`config.mk`:
```
export PLATFORM = sky130hd
export DESIGN_NAME = button_event_monitor
export DESIGN_NICKNAME = d
export VERILOG_FILES = /design/src/rtl/button_event_monitor.sv
export SDC_FILE = /design/constraint.sdc
export NUM_CORES = 1
export LEC_CHECK = 0
export CAP_MARGIN = 5
export CELL_PAD_IN_SITES_DETAIL_PLACEMENT = 1
export CELL_PAD_IN_SITES_GLOBAL_PLACEMENT = 2
export CORE_MARGIN = 3
export CORE_UTILIZATION = 34
export DETAILED_ROUTE_END_ITERATION = 6
export PLACE_DENSITY = 0.86
export SETUP_SLACK_MARGIN = 0.2
export SYNTH_ARGS = -nofsm -noshare
export SYNTH_HDL_FRONTEND = slang
export SYNTH_SLANG_ARGS = --single-unit
```
`constraint.sdc`:
```
create_clock -name LpcClock -period 2.25 [get_ports LpcClock]
set_input_delay 0.3375 -clock LpcClock [delete_from_list [all_inputs] [get_ports LpcClock]]
set_output_delay 0.3375 -clock LpcClock [all_outputs]
set_load 0.05 [all_outputs]
```
`src/rtl/button_event_monitor.sv`:
```
// Front-panel Power/Reset button front end: 2-flop sync, tick-based debounce, press/release pulses, long-press levels.
// Optional BUTTON_LOCK_EN adds ButtonLock, which masks Interrupt only; debounce, FSMs and *Long keep running. No backpressure.
module button_event_monitor #(
    parameter int TICK_DIV      = 33000,
    parameter int DEBOUNCE_MS   = 16,
    parameter int LONG_PRESS_MS = 4000
) (
    input  logic       LpcClock,
    input  logic       PciReset,
    input  logic       PowerButtonN,
    input  logic       ResetButtonN,
`ifdef BUTTON_LOCK_EN
    input  logic       ButtonLock,
`endif
    output logic [3:0] Interrupt,
    output logic [1:0] ButtonStatus,
    output logic       PowerLong,
    output logic       ResetLong
);

    localparam int TW = $clog2(TICK_DIV) + 1;
    localparam int DW = $clog2(DEBOUNCE_MS) + 1;
    localparam int HW = $clog2(LONG_PRESS_MS) + 1;

    localparam logic [TW-1:0] TICK_LAST = TW'(TICK_DIV - 1);
    localparam logic [DW-1:0] DB_LAST   = DW'(DEBOUNCE_MS - 1);
    localparam logic [HW-1:0] HOLD_LAST = HW'(LONG_PRESS_MS - 1);

    localparam logic [1:0] ST_RELEASED = 2'd0;
    localparam logic [1:0] ST_PRESSED  = 2'd1;
    localparam logic [1:0] ST_HELD     = 2'd2;

    // Index 1 = Power, index 0 = Reset throughout.
    logic [TW-1:0]        r_tick_cnt;
    logic                 w_tick;
    logic [1:0]           r_meta;
    logic [1:0]           r_sync;
    logic [1:0]           w_pressed;
    logic [1:0]           r_stable;
    logic [1:0]           r_press;
    logic [1:0]           r_release;
    logic [1:0]           r_long;
    logic [1:0][DW-1:0]   r_db_cnt;
    logic [1:0][HW-1:0]   r_hold_cnt;
    logic [1:0][1:0]      r_state;
    logic [3:0]           w_irq;

    assign w_tick    = (r_tick_cnt == TICK_LAST);
    assign w_pressed = ~r_sync;

    always_ff @(posedge LpcClock) begin
        if (PciReset) begin
            r_tick_cnt <= '0;
        end else if (w_tick) begin
            r_tick_cnt <= '0;
        end else begin
            r_tick_cnt <= r_tick_cnt + 1'b1;
        end
    end

    // Synchronisers hold the raw active-low level; reset value means "released".
    always_ff @(posedge LpcClock) begin
        if (PciReset) begin
            r_meta <= 2'b11;
            r_sync <= 2'b11;
        end else begin
            r_meta <= {PowerButtonN, ResetButtonN};
            r_sync <= r_meta;
        end
    end

    always_ff @(posedge LpcClock) begin
        if (PciReset) begin
            r_stable   <= '0;
            r_press    <= '0;
            r_release  <= '0;
            r_long     <= '0;
            r_db_cnt   <= '0;
            r_hold_cnt <= '0;
            r_state    <= {ST_RELEASED, ST_RELEASED};
        end else begin
            for (int i = 0; i < 2; i++) begin
                r_press[i]   <= 1'b0;
                r_release[i] <= 1'b0;

                if (w_pressed[i] == r_stable[i]) begin
                    r_db_cnt[i] <= '0;
                end else if (w_tick) begin
                    if (r_db_cnt[i] >= DB_LAST) begin
                        r_stable[i] <= w_pressed[i];
                        r_db_cnt[i] <= '0;
                    end else begin
                        r_db_cnt[i] <= r_db_cnt[i] + 1'b1;
                    end
                end

                // Release takes priority over a hold tick; a HELD release is consumed silently.
                case (r_state[i])
                    ST_RELEASED: begin
                        if (r_stable[i]) begin
                            r_state[i]    <= ST_PRESSED;
                            r_press[i]    <= 1'b1;
                            r_hold_cnt[i] <= '0;
                        end
                    end
                    ST_PRESSED: begin
                        if (!r_stable[i]) begin
                            r_state[i]   <= ST_RELEASED;
                            r_release[i] <= 1'b1;
                        end else if (w_tick) begin
                            if (r_hold_cnt[i] >= HOLD_LAST) begin
                                r_state[i] <= ST_HELD;
                                r_long[i]  <= 1'b1;
                            end else begin
                                r_hold_cnt[i] <= r_hold_cnt[i] + 1'b1;
                            end
                        end
                    end
                    ST_HELD: begin
                        if (!r_stable[i]) begin
                            r_state[i] <= ST_RELEASED;
                            r_long[i]  <= 1'b0;
                        end
                    end
                    default: begin
                        r_state[i] <= ST_RELEASED;
                        r_long[i]  <= 1'b0;
                    end
                endcase
            end
        end
    end

    assign w_irq = {r_press[1], r_release[1], r_press[0], r_release[0]};

`ifdef BUTTON_LOCK_EN
    assign Interrupt = w_irq & {4{~ButtonLock}};
`else
    assign Interrupt = w_irq;
`endif

    assign ButtonStatus = r_stable;
    assign PowerLong    = r_long[1];
    assign ResetLong    = r_long[0];

endmodule
```
==> run summary, run 1 <==
The worst register-to-register path begins at r_hold_cnt[1]. The final-layout setup total negative slack is 0 ns. The final net count came out at 445. The worst max-slew margin expressed relative to the limit is 59.3%. After technology mapping, the gate count stands at slightly above 400. The number of pins exceeding their max-slew limit in the final report is 0. The number of antenna violations at the first check in global routing came out at 0.

The synthesis-stage register bit count is 69. The areal power density over the cells is just under 600 nW/um^2. The initial detailed-routing violation count is 89.

Ranked by total cell area, the synthesized netlist is headed by dfxtp_1 (40%), nor2_1 (4.7%), nand2b_1 (4.0%). The final weighted congestion in routability-driven placement came out at roughly 0.8. Between clock sinks in the finished design, the worst skew comes to 0.0159 ns. The post-synthesis cell type with the largest combined area is dfxtp_1. The width of the die is 106 microns. The area of the core region is 9500 sq um. The combinational group share of total power came out at 2.4%. The terminus of the critical flop-to-flop path is r_hold_cnt[4]. The synthesized area per cell is 8.46 sq um.

The worst hold-check slack is approximately 0.42 ns. Of the total power, the share spent switching nets is 21.6%. The growth of design area from synthesis to finish came out at 19.8%. The number of remaining DRC errors is 0. The via count of the first global-routing pass came out at ~3100. The worst supply voltage drop on vdd came out at 0.265 mV. The portion of synthesized cell area occupied by the leading cell type is 40.4%.

The reported net switching power came out at 0.000512 W. The number of top-level pins is 12. Clock-pin slew was measured on the worst setup and hold paths at 0.08 ns. The xor-xnor portion of the synthesized cell area is about 5%.

The per-cell routed wire length came out at 15.0 microns. The via density per instance came out at ~5.3. The remaining number of nets flagged by the antenna check after routing came out at 0. The sequential fraction of design power is 52.1%.

After layout, the worst path uses 93.1% of the clock period. The critical path data arrival time came out at 2.36 ns. The H-tree depth came out at 3.

For this run, the leading register cell type out of synthesis is dfxtp_1. The antenna diode instance count came out at 0. The critical path launch point is r_hold_cnt[1].

The number of cells after detailed placement is 547. The half-perimeter wire length of the detailed placement result came out at 5.85 mm. The count of hold buffers inserted by post-cts repair came out at 0. The height of the chip came out at between 100 and 150 microns. The count of different cell masters after synthesis came out at 58.

The worst-case clock buffer depth is 2. For the pin with the worst max-slew slack, the measured transition is between 0.5 and 0.6 ns. The peak clock frequency supported by timing came out at 0.478 GHz. The number of detailed-route iterations in the first pass is 4.

Of the total synthesized cell area, the portion taken by AND, OR, NAND and NOR gates is between 30% and 40%. The required time at the worst-slack endpoint came out at 2.51 ns. The sequential element share of the synthesized area came out at 40.4%. The number of failing setup endpoints in the final timing report is 0.

The leakage power summed over all cells came out at 1.46 nW. The wire length after detailed routing is 8.50 mm. The critical path class is register to register. The TritonCTS sink count came out at 69. The maximum fanout along the worst path came out at 6. The count of flip-flops with a built-in enable after synthesis is 0. The global-route wire length before repair came out at 14.8 mm. Cell internal power was estimated by the tool at between 0.0015 and 0.002 W. In the final layout, the share of cells above drive strength 1 is between 15 and 20%. The category of the worst setup path launch point is a register. Entering global routing, the biggest net connects 47 pins. The filler cell count is 1127. The effective utilization at floorplan came out at 36.0%. The final non-filler cell total came out at 568.

The smallest clock period supported by the final layout is computed as ~2.1 ns. In this run the core area contains 35 standard-cell rows. TritonCTS built the clock tree.

The count of yosys warnings during synthesis came out at 0. The overall die area came out at 11300 sq um. The total via count after detailed routing came out at roughly 3000. The post-synth net total came out at 415. The mux contribution to synthesized area is 1.79%. The critical path capture point type is a register. In this run the worst hold path is classified as register to register.

The number of clock buffers added by TritonCTS is 9. The mapped cell area is 3420 sq um. The tree is rooted in a clkbuf_8.

The proportion of synthesized flip-flops having asynchronous set or reset is 0%. The design draws 0.00237 W. In this run the tool buffered the top-level ports with 11 buffer cells.

The total routing usage reported by global routing is between 15 and 20%. The hold violation count in the final report came out at 0. The final global-route overflow total came out at 0.

The top cell types in the final layout, fill and taps aside, are dfxtp_1 (65), nor2_1 (43), nand2_1 (34), buf_4 (25). For this run, the share of the core covered by cells in the final layout is 43.1%. Setup repair after global routing could not meet its margin everywhere.

Clock latency on the worst-skew pair, taken at its later pin, is ~0.34 ns. By area, the combinational part of the netlist is dominated by simple AND/OR/NAND/NOR gates. The run finished with clean final reports. The post-synthesis compound-gate area fraction is 15.0%.

For flop-to-flop paths, the worst setup slack is 0.16 ns. Measured in cells, the most critical reg-to-reg path has a length of 6. The library cell used most frequently in the layout, excluding fill and tap cells, is dfxtp_1. The clock network is responsible for 45.5% of the overall power.

Following the worst setup path forward leads to its endpoint at r_hold_cnt[4]. The tool flagged a number of max-cap violations equal to 0. After Yosys synthesis, full adders, half adders and majority gates account for 2.56% of the synthesized area.
==> cell usage after synthesis (2+ instances only) <==
master,count
a2111oi_0,4
nor2_1,43
o31ai_1,2
and4_2,2
and2_1,8
inv_1,9
clkbuf_1,16
dfxtp_1,69
ha_1,7
nand4b_1,2
nand2_1,34
buf_2,2
a211o_1,2
a31oi_1,6
nand4_1,6
a21o_1,3
or4_1,3
o311ai_0,2
o21ai_0,15
or2_2,5
nand3_1,18
a41oi_1,3
nand2b_1,22
xnor2_1,6
and4_1,3
and3_1,12
a21oi_1,22
nor3b_1,5
nand3b_1,4
nor3_1,16
mux2i_1,5
nor2b_1,3
a211oi_1,5
xor2_1,13
a311oi_1,2
nor4bb_1,2
o21a_1,2
==> state kept, by name (all words and copies together) (netlist names) <==
register,cells
r_press,2
r_state,4
ButtonStatus,2
r_db_cnt,10
r_release,2
r_tick_cnt,17
r_hold_cnt,26
r_meta,2
r_long,2
r_sync,2
==> per-stage QoR <==
| stage | setup WS [ns] | area [sq um] |
|---|---|---|
| CTS | 0.0990 | 4080 |
| global placement | 0.136 | 3800 |
| global route | 0.0648 | 4090 |
| finish | 0.156 | 4090 |
| floorplan | 0.204 | 3420 |
| detailed placement | 0.0804 | 3800 |
==> per-layer routing <==
layer,vias up,routed length (microns),track usage (%)
li1,1509,-,-
met1,1492,4060,19.8
met2,31,4130,28.0
met3,5,250,3.64
met4,0,57,3.42
met5,-,0,0
==> power by group through the flow <==
stage,sequential (W),clock (W),combinational [W]
finish,0.00123,0.00108,0.0000570
CTS,0.00123,0.00111,0.0000574
global route,0.00123,0.00116,0.0000645
detailed placement,0.00126,0,0.0000566
floorplan,0.00126,0,0.0000345
global placement,0.00126,0,0.0000559
==> how the worst min path moves through the flow <==
| stage | start | to | slack, ns | cells after the start |
|---|---|---|---|---|
| after floorplan | r_meta[0] | r_sync[0] | 0.39 | 1 |
| after global placement | r_meta[1] | r_sync[1] | 0.40 | 1 |
| after detailed placement | r_meta[0] | r_sync[0] | 0.41 | 1 |
| after CTS | r_meta[0] | r_sync[0] | 0.43 | 1 |
| after global routing | r_meta[1] | r_sync[1] | 0.45 | 1 |
| final | r_meta[1] | r_sync[1] | 0.42 | 1 |
==> critical path, cell delays in order (launching register included) <==
cell and delay, ns:
dfxtp_4 0.37, ha_4 0.16, a21o_1 0.16, a211o_1 0.32, a2111o_1 0.43, or4_1 0.41, a31oi_1 0.16
==> cell type report <==
| cell class | instances | area (sq um) | area share (%) |
|---|---|---|---|
| timing repair buffer | 37 | 317 | 7.73 |
| sequential | 69 | 1390 | 34.0 |
| clock buffer | 13 | 169 | 4.13 |
| inverter | 9 | 33.8 | 0.825 |
| tap | 129 | 161 | 3.94 |
| multi-input combinational | 308 | 1980 | 48.3 |
| clock inverter | 3 | 42.5 | 1.04 |
==> kinds of logic (layout without fill, tap and decap cells) <==
kind of cell	Yosys count	count (layout)
AND/OR/NAND/NOR	199	199
buffers and inverters	27	62
multiplexers	6	6
XOR/XNOR	19	19
AO/OA/AOI/OAI	77	77
flip-flops	69	69
adder cells (fa/ha/maj)	7	7
==> timing repair <==
action / CTS / global route
endpoints found under the hold margin: 0 / 0
endpoints found under the setup margin: 11 / 44
pin swaps: 3 / 4
gates resized for setup: 10 / 3
buffers inserted: 4 / 1
cloned: 0 / 0
Power figures use the tool's default switching activity.
==> inputs of run 2 (changes only) <==
--- a/config.mk
+++ b/config.mk
@@ -11,7 +11,9 @@
 export CORE_MARGIN = 3
 export CORE_UTILIZATION = 34
 export DETAILED_ROUTE_END_ITERATION = 6
+export GPL_TIMING_DRIVEN = 0
 export PLACE_DENSITY = 0.86
+export REMOVE_ABC_BUFFERS = 1
 export SETUP_SLACK_MARGIN = 0.2
 export SYNTH_ARGS = -nofsm -noshare
 export SYNTH_HDL_FRONTEND = slang
==> run 2 against run 1 <==
Against the previous run: combinational power fell by 11%; non-clock buffer count is 7 lower; maximum frequency is 1.0% lower; hold slack worse by 0.023 ns; sequential power hardly changed; register-to-register slack worse by 0.02 ns; clock skew is 0.0018 ns lower; clock power is 9% higher; worst setup slack worse by 0.022 ns.
==> run summary, run 2 (synthesis gave the netlist of run 1 again) <==
Status: finished clean (unchanged). The maximum fanout along the worst path is 4 (was 6). The count of hold buffers inserted by post-cts repair came out at 0 (unchanged). The class of the tightest hold or removal check was register to register (unchanged). The critical path class is register to register (unchanged). The worst-case clock buffer depth came to 2 (unchanged).

The critical path capture point type is a register (unchanged). The area of the core region is 9500 sq um (unchanged). The via count of the first global-routing pass is 3015 (was 3094). The critical path launch point is r_hold_cnt[0] (was r_hold_cnt[1]). The hold violation count in the final report came out at 0 (unchanged). The category of the worst setup path launch point was a register (unchanged). Cells along the critical path: ha_4 -> a21o_1 -> a211o_4 -> a2111o_1 -> or4_1 -> a31oi_1 (was ha_4 -> a21o_1 -> a211o_1 -> a2111o_1 -> or4_1 -> a31oi_1).

The overall die area came out at 11300 sq um (unchanged). The number of core rows was 35 (unchanged). The effective utilization at floorplan is 36.0% (unchanged).

The total via count after detailed routing came out at 3044 (was 3037). The clock latency at the later pin of the worst-skew pair came out at 0.36 ns (was 0.34 ns). The number of cells after detailed placement came out at 527 (was 547). The final net count is 438 (was 445). The share of the clock period used by the worst path is 94.0% (was 93.1%).

The number of failing setup endpoints in the final timing report is 0 (unchanged). The peak clock frequency supported by timing is 0.473 GHz (was 0.478 GHz). The pin count of the biggest net entering global routing is 48 (was 47). The height of the chip came out at 106 microns (unchanged).

The final non-filler cell total came out at 561 (was 568). The number of detailed-route iterations in the first pass is 4 (unchanged). The slew at the pin closest to its max-slew limit is 0.838 ns (was 0.595 ns).

The worst supply voltage drop on vdd came out at 0.275 mV (was 0.265 mV). The per-cell routed wire length is 15.6 microns (was 15.0 microns). The total of max-cap violations came out at 0 (unchanged).

The shortest clock period the worst path allows after layout came out at 2.12 ns (was 2.09 ns). The via density per instance was 5.43 (was 5.35). The clock slew at the register clock pins of the worst setup and hold paths is 0.08 ns (about the same). The number of remaining DRC errors is 0 (unchanged). The fraction of layout instances using a drive strength above 1 came out at 16.7% (was 15.0%).

The number of flip-flops in the largest register came to 26 (unchanged). RSZ-0062 raised after global routing: true (unchanged). The number of buffers inserted by port buffering came to 11 (unchanged). The total routing usage reported by global routing is 15.8% (was 15.9%). The TritonCTS sink count came out at 69 (unchanged). The clock tree from TritonCTS is yes (unchanged). The launch point of the worst reg-to-reg path is r_hold_cnt[0] (was r_hold_cnt[1]).

The critical hold path startpoint is r_meta[0] (was r_meta[1]). The wire length after detailed routing is 8.75 mm (was 8.50 mm). The remaining number of nets flagged by the antenna check after routing is 0 (unchanged). The worst-case clock skew is 0.0141 ns (was 0.0159 ns). The antenna diode instance count is 0 (unchanged).

The CTS root buffer was clkbuf_8 (unchanged). The H-tree depth is 3 (unchanged). The largest register by flop count was r_hold_cnt (unchanged).

The final weighted congestion in routability-driven placement came out at 0.797 (was 0.806). The critical path data arrival time came out at 2.38 ns (was 2.36 ns). The worst max-slew margin expressed relative to the limit came to 44.1% (was 59.3%). The delay of the slowest cell on the worst path came to 0.42 ns (was 0.43 ns). The final global-route overflow total came out at 0 (unchanged). The final-layout setup total negative slack came out at 0 ns (unchanged).

The depth of the worst hold-timing path was 1 (unchanged). The initial detailed-routing violation count came out at 196 (was 89). The worst slack at placement was -0.622 ns (was 0.0804 ns). The required time at the worst-slack endpoint is 2.52 ns (was 2.51 ns). The number of top-level pins is 12 (unchanged).

The leakage power summed over all cells is 1.44 nW (was 1.46 nW). The slowest cell on the critical path was a2111o_1 (unchanged). The number of antenna violations at the first check in global routing is 0 (unchanged). The number of buffers created by CTS is 9 (unchanged). The most common library cell in the layout ignoring fill and taps is dfxtp_1 (unchanged).

The post-route worst setup slack is 0.134 ns (was 0.156 ns). The power after layout is 0.00247 W (was 0.00237 W). The growth of design area from synthesis to finish is 21.7% (was 19.8%). Leading registers by flop count: r_hold_cnt: 26 flops, r_tick_cnt: 17 flops, r_db_cnt: 10 flops (unchanged). The half-perimeter wire length of the detailed placement result is 5.56 mm (was 5.85 mm). Top library cells by usage in the layout, fill and taps aside: dfxtp_1 (64), nor2_1 (43), nand2_1 (34), a21oi_1 (21), nand2b_1 (20) (was dfxtp_1 (65), nor2_1 (43), nand2_1 (34), buf_4 (25)). The width of the die came to 106 microns (unchanged). The global-route wire length before repair came out at 14.6 mm (was 14.8 mm). The cell count of the worst reg-to-reg path is 6 (unchanged). The number of pins exceeding their max-slew limit in the final report is 0 (unchanged). The areal power density over the cells is 593 nW/um^2 (was 578 nW/um^2).
## run 2: repair_timing
action,CTS,global route
pin swaps,6,6
cloned,0,0
gates resized for setup,23,14
endpoints found under the setup margin,53,40
setup buffers,13,5
## run 2: through the flow
step                utilization (%)  hold WS, ns  area [sq um]
detailed placement             38.2        0.396          3630
global route                   43.8        0.435          4160
global placement               38.1        0.396          3620
finish                         43.8        0.400          4160
floorplan                         -        0.389          3350
CTS                            42.8        0.401          4060
## run 2: path summary, 6_finish.rpt
path                                      end  slack (ns)
worst max-delay path            r_hold_cnt[4]        0.13
worst min-delay path                r_sync[0]        0.40
worst max register to register  r_hold_cnt[4]        0.13
worst min register to register      r_sync[0]        0.40
## run 2: per-layer routing
metal  vias up  global-route usage [%]  wire, microns
met5         -                       0              0
met4         0                    4.44             66
met3         5                    3.28            242
met2        32                    26.7           4330
met1      1511                    20.4           4110
li1       1496                       -              -
## run 2: final cells by class
type | instances | area [sq um]
sequential | 69 | 1400
fill | 1112 | 5340
tap | 129 | 161
inverter | 9 | 33.8
multi-input combinational | 308 | 2080
clock buffer | 9 | 124
clock inverter | 7 | 105
timing repair buffer | 30 | 262
## run 2: worst max-delay path, delay by kind of cell, from the launching register on
family / cells / cell delay (ns)
flops: 1 / 0.36
compound gates: 4 / 1.11
simple gates: 1 / 0.41
fa+ha+maj: 1 / 0.16
## run 2: power by group
group / switching (W) / internal (W)
logic: 0.0000296 / 0.0000211
registers: 0.00000795 / 0.00123
clock network: 0.000541 / 0.000641
==> variant 1, RTL diff (flow settings as in run 1) <==
Set the parameter `LONG_PRESS_MS` to 16000 (it was 4000).
--- a/src/rtl/button_event_monitor.sv
+++ b/src/rtl/button_event_monitor.sv
@@ -5,3 +5,3 @@
     parameter int DEBOUNCE_MS   = 16,
-    parameter int LONG_PRESS_MS = 4000
+    parameter int LONG_PRESS_MS = 16000
 ) (
Formal check against the unedited RTL: same outputs for any inputs over 10 cycles, from zero or initial values and one cycle with PciReset high; that may be too few to reach the edited logic, so the function may still have changed.
==> variant 1 against run 1 <==
Sequential cell count increased by 4. Setup slack got worse by 140 ps. Die area increased by 3.8%. Wire length increased by 22%. Sequential share of layout area fell by 2.9 points. Design area is 15% higher. Area after synthesis is 4.1% higher. Total power shrank 1.1%. Highest routed layer unchanged.
==> variant 1: results (changes against run 1) <==
stage	metric	value	unit	change
critical_path	reg2regPathDepth	5		was 6
power_and_ir_drop	power.net_switching	0.531	mW	was 0.512 mW
grt	grt_pass1_wl	17.0	mm	was 14.8 mm
detailed_routing	wl_met3	180	um	was 250 um
critical_path	crit_path_end	r_hold_cnt[24]		was r_hold_cnt[4]
critical_path	timing.rr.end	r_hold_cnt[24]		was r_hold_cnt[4]
detailed_routing	met1Wirelength	4.84	mm	was 4.06 mm
cells_and_area	largestRegisters	r_hold_cnt x30, r_tick_cnt x17, r_db_cnt x10		was r_hold_cnt x26, r_tick_cnt x17, r_db_cnt x10
detailed_routing	drt-total-wl	10.4	mm	was 8.50 mm
power_and_ir_drop	vdd_drop_max	0.212	mV	was 0.265 mV
critical_path	r2r_setup_slack	20	ps	was 160 ps
logic_synthesis	synth_nets	430		was 415
placement	gp_congestion	0.820		was 0.806
grt	met2_usage	30.6	%	was 28.0%
power_and_ir_drop	p_comb_share	3.2	%	was 2.4%
critical_path	timing.rr.start	r_tick_cnt[4]		was r_hold_cnt[1]
grt	grt_pass1_vias	3503		was 3094
logic_synthesis	synthCells	419		was 404
power_and_ir_drop	p_seq	1.30	mW	was 1.23 mW
outcome	run_status	finished, final reports clean		unchanged
power_and_ir_drop	leakagePower	1.72	nW	was 1.46 nW
cells_and_area	fin_nets	502		was 445
grt	grtUsageMet1	23.3	%	was 19.8%
detailed_routing	drt_iter0_drc	130		was 89
cells_and_area	nFillCells	1189		was 1127
placement	dpl.hpwl	6.96	mm	was 5.85 mm
timing	worst_pin_slew	557	ps	was 595 ps
cells_and_area	instances_no_fill	628		was 568
logic_synthesis	synth_fa_ha_area_share	2.46	%	was 2.56%
placement	dp.cells	596		was 547
logic_synthesis	synthTopCellsByCount	73 x dfxtp_1, 50 x nor2_1, 36 x nand2_1		was 69 x dfxtp_1, 43 x nor2_1, 34 x nand2_1
critical_path	crit_fanout	4		was 6
logic_synthesis	synth-compound-area-share	18.7	%	was 15.0%
grt	grt_max_degree	19		was 47
detailed_routing	met2_length	5.18	mm	was 4.13 mm
timing	skew	8.11	ps	was 15.9 ps
variant 1: changes by cell type after synthesis, moves of 6 or more:
cell / before / now
clkbuf_1: 16 / 10
nand2b_1: 22 / 10
nand3_1: 18 / 26
nor2_1: 43 / 50
o21ai_0: 15 / 21
or3_1: 1 / 7
variant 1: worst max-delay path, stage by stage, from the launching register on:
cell and delay [ps]:
dfxtp_2 320, or4b_4 540, nor4_4 270, o2111ai_2 240, or4_4 480, a221oi_2 300
variant 1: stage by stage:
stage | worst slack [ps] | total power, mW | cell area [um^2] | util [%] | TNS, ps
final | 17.5 | 2.34 | 4720 | 47.4 | 0
after global routing | -61.1 | 2.44 | 4720 | 47.4 | -103
after CTS | 73.2 | 2.37 | 4460 | 44.8 | 0
after detailed placement | -29.4 | 1.40 | 4140 | 41.6 | -139
after global placement | 44.4 | 1.40 | 4140 | 41.6 | 0
after floorplan | 25.7 | 1.37 | 3570 | - | 0
variant 1: repair_timing:
item	4_1_cts	5_1_grt
gates cloned	0	2
resized for setup	19	43
pin swaps	7	19
endpoints found under the setup margin	60	61
setup buffers	7	8
variant 1: layout make-up:
cell class	count	area [um^2]	area share (%)
clock buffers	12	165	3.50
repair buffers	75	659	14.0
well taps	133	166	3.53
inverters	14	52.6	1.11
clock inverters	3	15.0	0.318
flip-flops and latches	73	1470	31.1
multi-input cells	318	2190	46.5
variant 1: worst min path at each step:
stage / slack (ps) / start / cells past startpoint / to
3_3_place_gp: 400 / r_meta[1] / 1 / r_sync[1]
2_1_floorplan: 390 / r_meta[0] / 1 / r_sync[0]
3_5_place_dp: 420 / r_meta[1] / 1 / r_sync[1]
5_1_grt: 450 / r_meta[1] / 1 / r_sync[1]
4_1_cts: 440 / r_meta[1] / 1 / r_sync[1]
6_report: 440 / r_meta[1] / 1 / r_sync[1]
==> variant 2, RTL diff (settings of run 1) <==
Without the edit above. Register the outputs `Interrupt` and `PowerLong`, without a reset; this adds one clock of latency there. The other outputs are not delayed to match.
--- a/src/rtl/button_event_monitor.sv
+++ b/src/rtl/button_event_monitor.sv
@@ -138,3 +138,2 @@
 `else
-    assign Interrupt = w_irq;
 `endif
@@ -142,3 +141,6 @@
     assign ButtonStatus = r_stable;
-    assign PowerLong    = r_long[1];
+    always_ff @(posedge LpcClock) begin
+        Interrupt <= w_irq;
+        PowerLong <= r_long[1];
+    end
     assign ResetLong    = r_long[0];
Check against the original RTL: no difference found for any inputs over 10 cycles, from zero or initial values and one cycle with PciReset high; that may be too few to reach the edited logic, so the function may still have changed.
==> variant 2 against run 1 <==
Sequential cell count is 5 higher. Design area down 6.1%. Setup slack better by 150 ps. Total power rose by 4.0%. Combinational power fell by 16%. Die area is 3.8% lower. Wire length decreased by 8.4%. Area after synthesis decreased by 4.0%. Critical endpoint is now r_hold_cnt[7]. Highest routed layer unchanged.
==> variant 2: results (changes against run 1) <==
stage	metric	value	unit	change
timing	worst_pin_slew	588	ps	was 595 ps
critical_path	critPathArrivalTime	2230	ps	was 2360 ps
placement	dp.cells	510		was 547
cells_and_area	final_layout_size_suffix_gt1_share	11.3	%	was 15.0%
outcome	run_status	finished, final reports clean		unchanged
grt	antenna_found_initial	0		unchanged
logic_synthesis	synth_cell_types	48		was 58
grt	met2_usage	24.0	%	was 28.0%
critical_path	r2r_setup_slack	300	ps	was 160 ps
logic_synthesis	synth_nets	380		was 415
placement	numPortBuffers	11		unchanged
power_and_ir_drop	leakagePower	1.29	nW	was 1.46 nW
critical_path	slowest_stage	dfxtp_1		was a2111o_1
cells_and_area	instances_no_fill	529		was 568
placement	gp_congestion	0.770		was 0.806
clock_tree	clkTransAtPathRegs	80	ps	about the same
detailed_routing	drt-total-wl	7.78	mm	was 8.50 mm
placement	dpl.hpwl	5.54	mm	was 5.85 mm
clock_tree	insertion_delay	360	ps	was 340 ps
logic_synthesis	ys_async_sr_fraction	0	%	unchanged
placement	pre_cts_ws	175	ps	was 80.4 ps
clock_tree	ctsHtreeMaxLevel	3		unchanged
logic_synthesis	synthTopCellsByCount	74 x dfxtp_1, 41 x nor2_1, 34 x nand2_1		was 69 x dfxtp_1, 43 x nor2_1, 34 x nand2_1
grt	grtUsageMet1	18.5	%	was 19.8%
detailed_routing	drt-pass1-iter-count	4		unchanged
cells_and_area	largestRegisters	r_hold_cnt x26, r_tick_cnt x17, r_db_cnt x10		unchanged
cells_and_area	nFillCells	1094		was 1127
clock_tree	cts_made_buffers	9		unchanged
grt	grt_max_degree	22		was 47
logic_synthesis	yosys-top-cells-area	dfxtp_1 45%, nor2_1 4.7%, nand2_1 3.9%		was dfxtp_1 40%, nor2_1 4.7%, nand2b_1 4.0%
detailed_routing	routed_via_density	5.27		was 5.35
grt	grt_usage	14.8	%	was 15.9%
cells_and_area	n_antenna_cell	0		unchanged
detailed_routing	drt_iter0_drc	52		was 89
grt	grt_pass1_wl	13.3	mm	was 14.8 mm
hold_path	hp-class	reg -> reg		unchanged
grt	grt_pass1_vias	2790		was 3094
critical_path	crit_fanout	8		was 6
critical_path	critPathMaxStageDelay	360	ps	was 430 ps
logic_synthesis	yosys_warnings	0		unchanged
placement	dpl_cell_area	0.00359	mm^2	was 0.00380 mm^2
clock_tree	clockRootBuffer	clkbuf_8		unchanged
timing	hold-worst-slack	334	ps	was 423 ps
timing	skew	11.9	ps	was 15.9 ps
clock_tree	cts_buffer_depth	2		unchanged
cells_and_area	fin_nets	406		was 445
logic_synthesis	syn_avg_cell_area	8.89	um^2	was 8.46 um^2
power_and_ir_drop	vdd_drop_max	0.402	mV	was 0.265 mV
logic_synthesis	ys_seq_area_share	45.2	%	was 40.4%
grt	grt_util_met3	4.16	%	was 3.64%
## variant 2: repair_timing
action                                  in CTS  in global routing
cloned                                       0                  0
setup buffers                                0                  3
endpoints found under the setup margin       2                 24
resized for setup                            2                  6
## variant 2: layout make-up
| cell class | instances | area (um^2) | share of cell area (%) |
|---|---|---|---|
| multi-input combinational | 276 | 1750 | 45.4 |
| sequential | 74 | 1480 | 38.5 |
| timing repair buffer | 24 | 210 | 5.47 |
| tap | 129 | 161 | 4.20 |
| clock buffer | 9 | 124 | 3.22 |
| clock inverter | 7 | 83.8 | 2.18 |
| inverter | 10 | 37.5 | 0.976 |
## variant 2: path summary, 6_finish.rpt
kind,end,start,depth (start not counted)
setup / recovery,r_hold_cnt[7],r_tick_cnt[0],6
hold reg to reg,Interrupt[3],r_press[1],0
hold / removal,Interrupt[3],r_press[1],0
setup reg to reg,r_hold_cnt[7],r_tick_cnt[0],6
## variant 2: metrics by stage
| step | util [%] | power [mW] |
|---|---|---|
| CTS | 40.8 | 2.50 |
| floorplan | - | 1.38 |
| global route | 41.2 | 2.56 |
| detailed placement | 38.5 | 1.40 |
| global placement | 38.5 | 1.40 |
| finish | 41.2 | 2.46 |
## variant 2: report_power, final
group | internal, mW | switching [mW] | total [mW]
Sequential | 1.32 | 0.00528 | 1.32
Combinational | 0.0190 | 0.0290 | 0.0480
Clock | 0.531 | 0.561 | 1.09
Total | 1.87 | 0.595 | 2.46
## variant 2: critical path: cells and delay by family (launching register included)
family / cells / cell delay (ps)
AO/OA/AOI/OAI: 2 / 500
AND/OR/NAND/NOR: 3 / 800
adder cells (fa/ha/maj): 1 / 230
flip-flops: 1 / 360
## variant 2: cells by family (layout without fill, tap and decap cells)
| family | count (synthesis) | after routing | synth area share, % |
|---|---|---|---|
| and+or+nand+nor | 167 | 167 | 27.4 |
| AOI/OAI and AO/OA | 79 | 79 | 16.1 |
| DFF | 74 | 74 | 45.2 |
| buffers and inverters | 19 | 50 | 2.25 |
| xor gates and xnor gates | 17 | 17 | 4.54 |
| adders and majority gates | 7 | 7 | 2.67 |
| muxes | 6 | 6 | 1.83 |
## variant 2: routing by layer
| metal | part of all wire, % | vias to the layer above | routed length (um) |
|---|---|---|---|
| met3 | 2.1 | 14 | 162 |
| met2 | 48 | 21 | 3700 |
| li1 | - | 1395 | - |
| met4 | 1.9 | 0 | 149 |
| met5 | 0 | - | 0 |
| met1 | 48 | 1360 | 3770 |
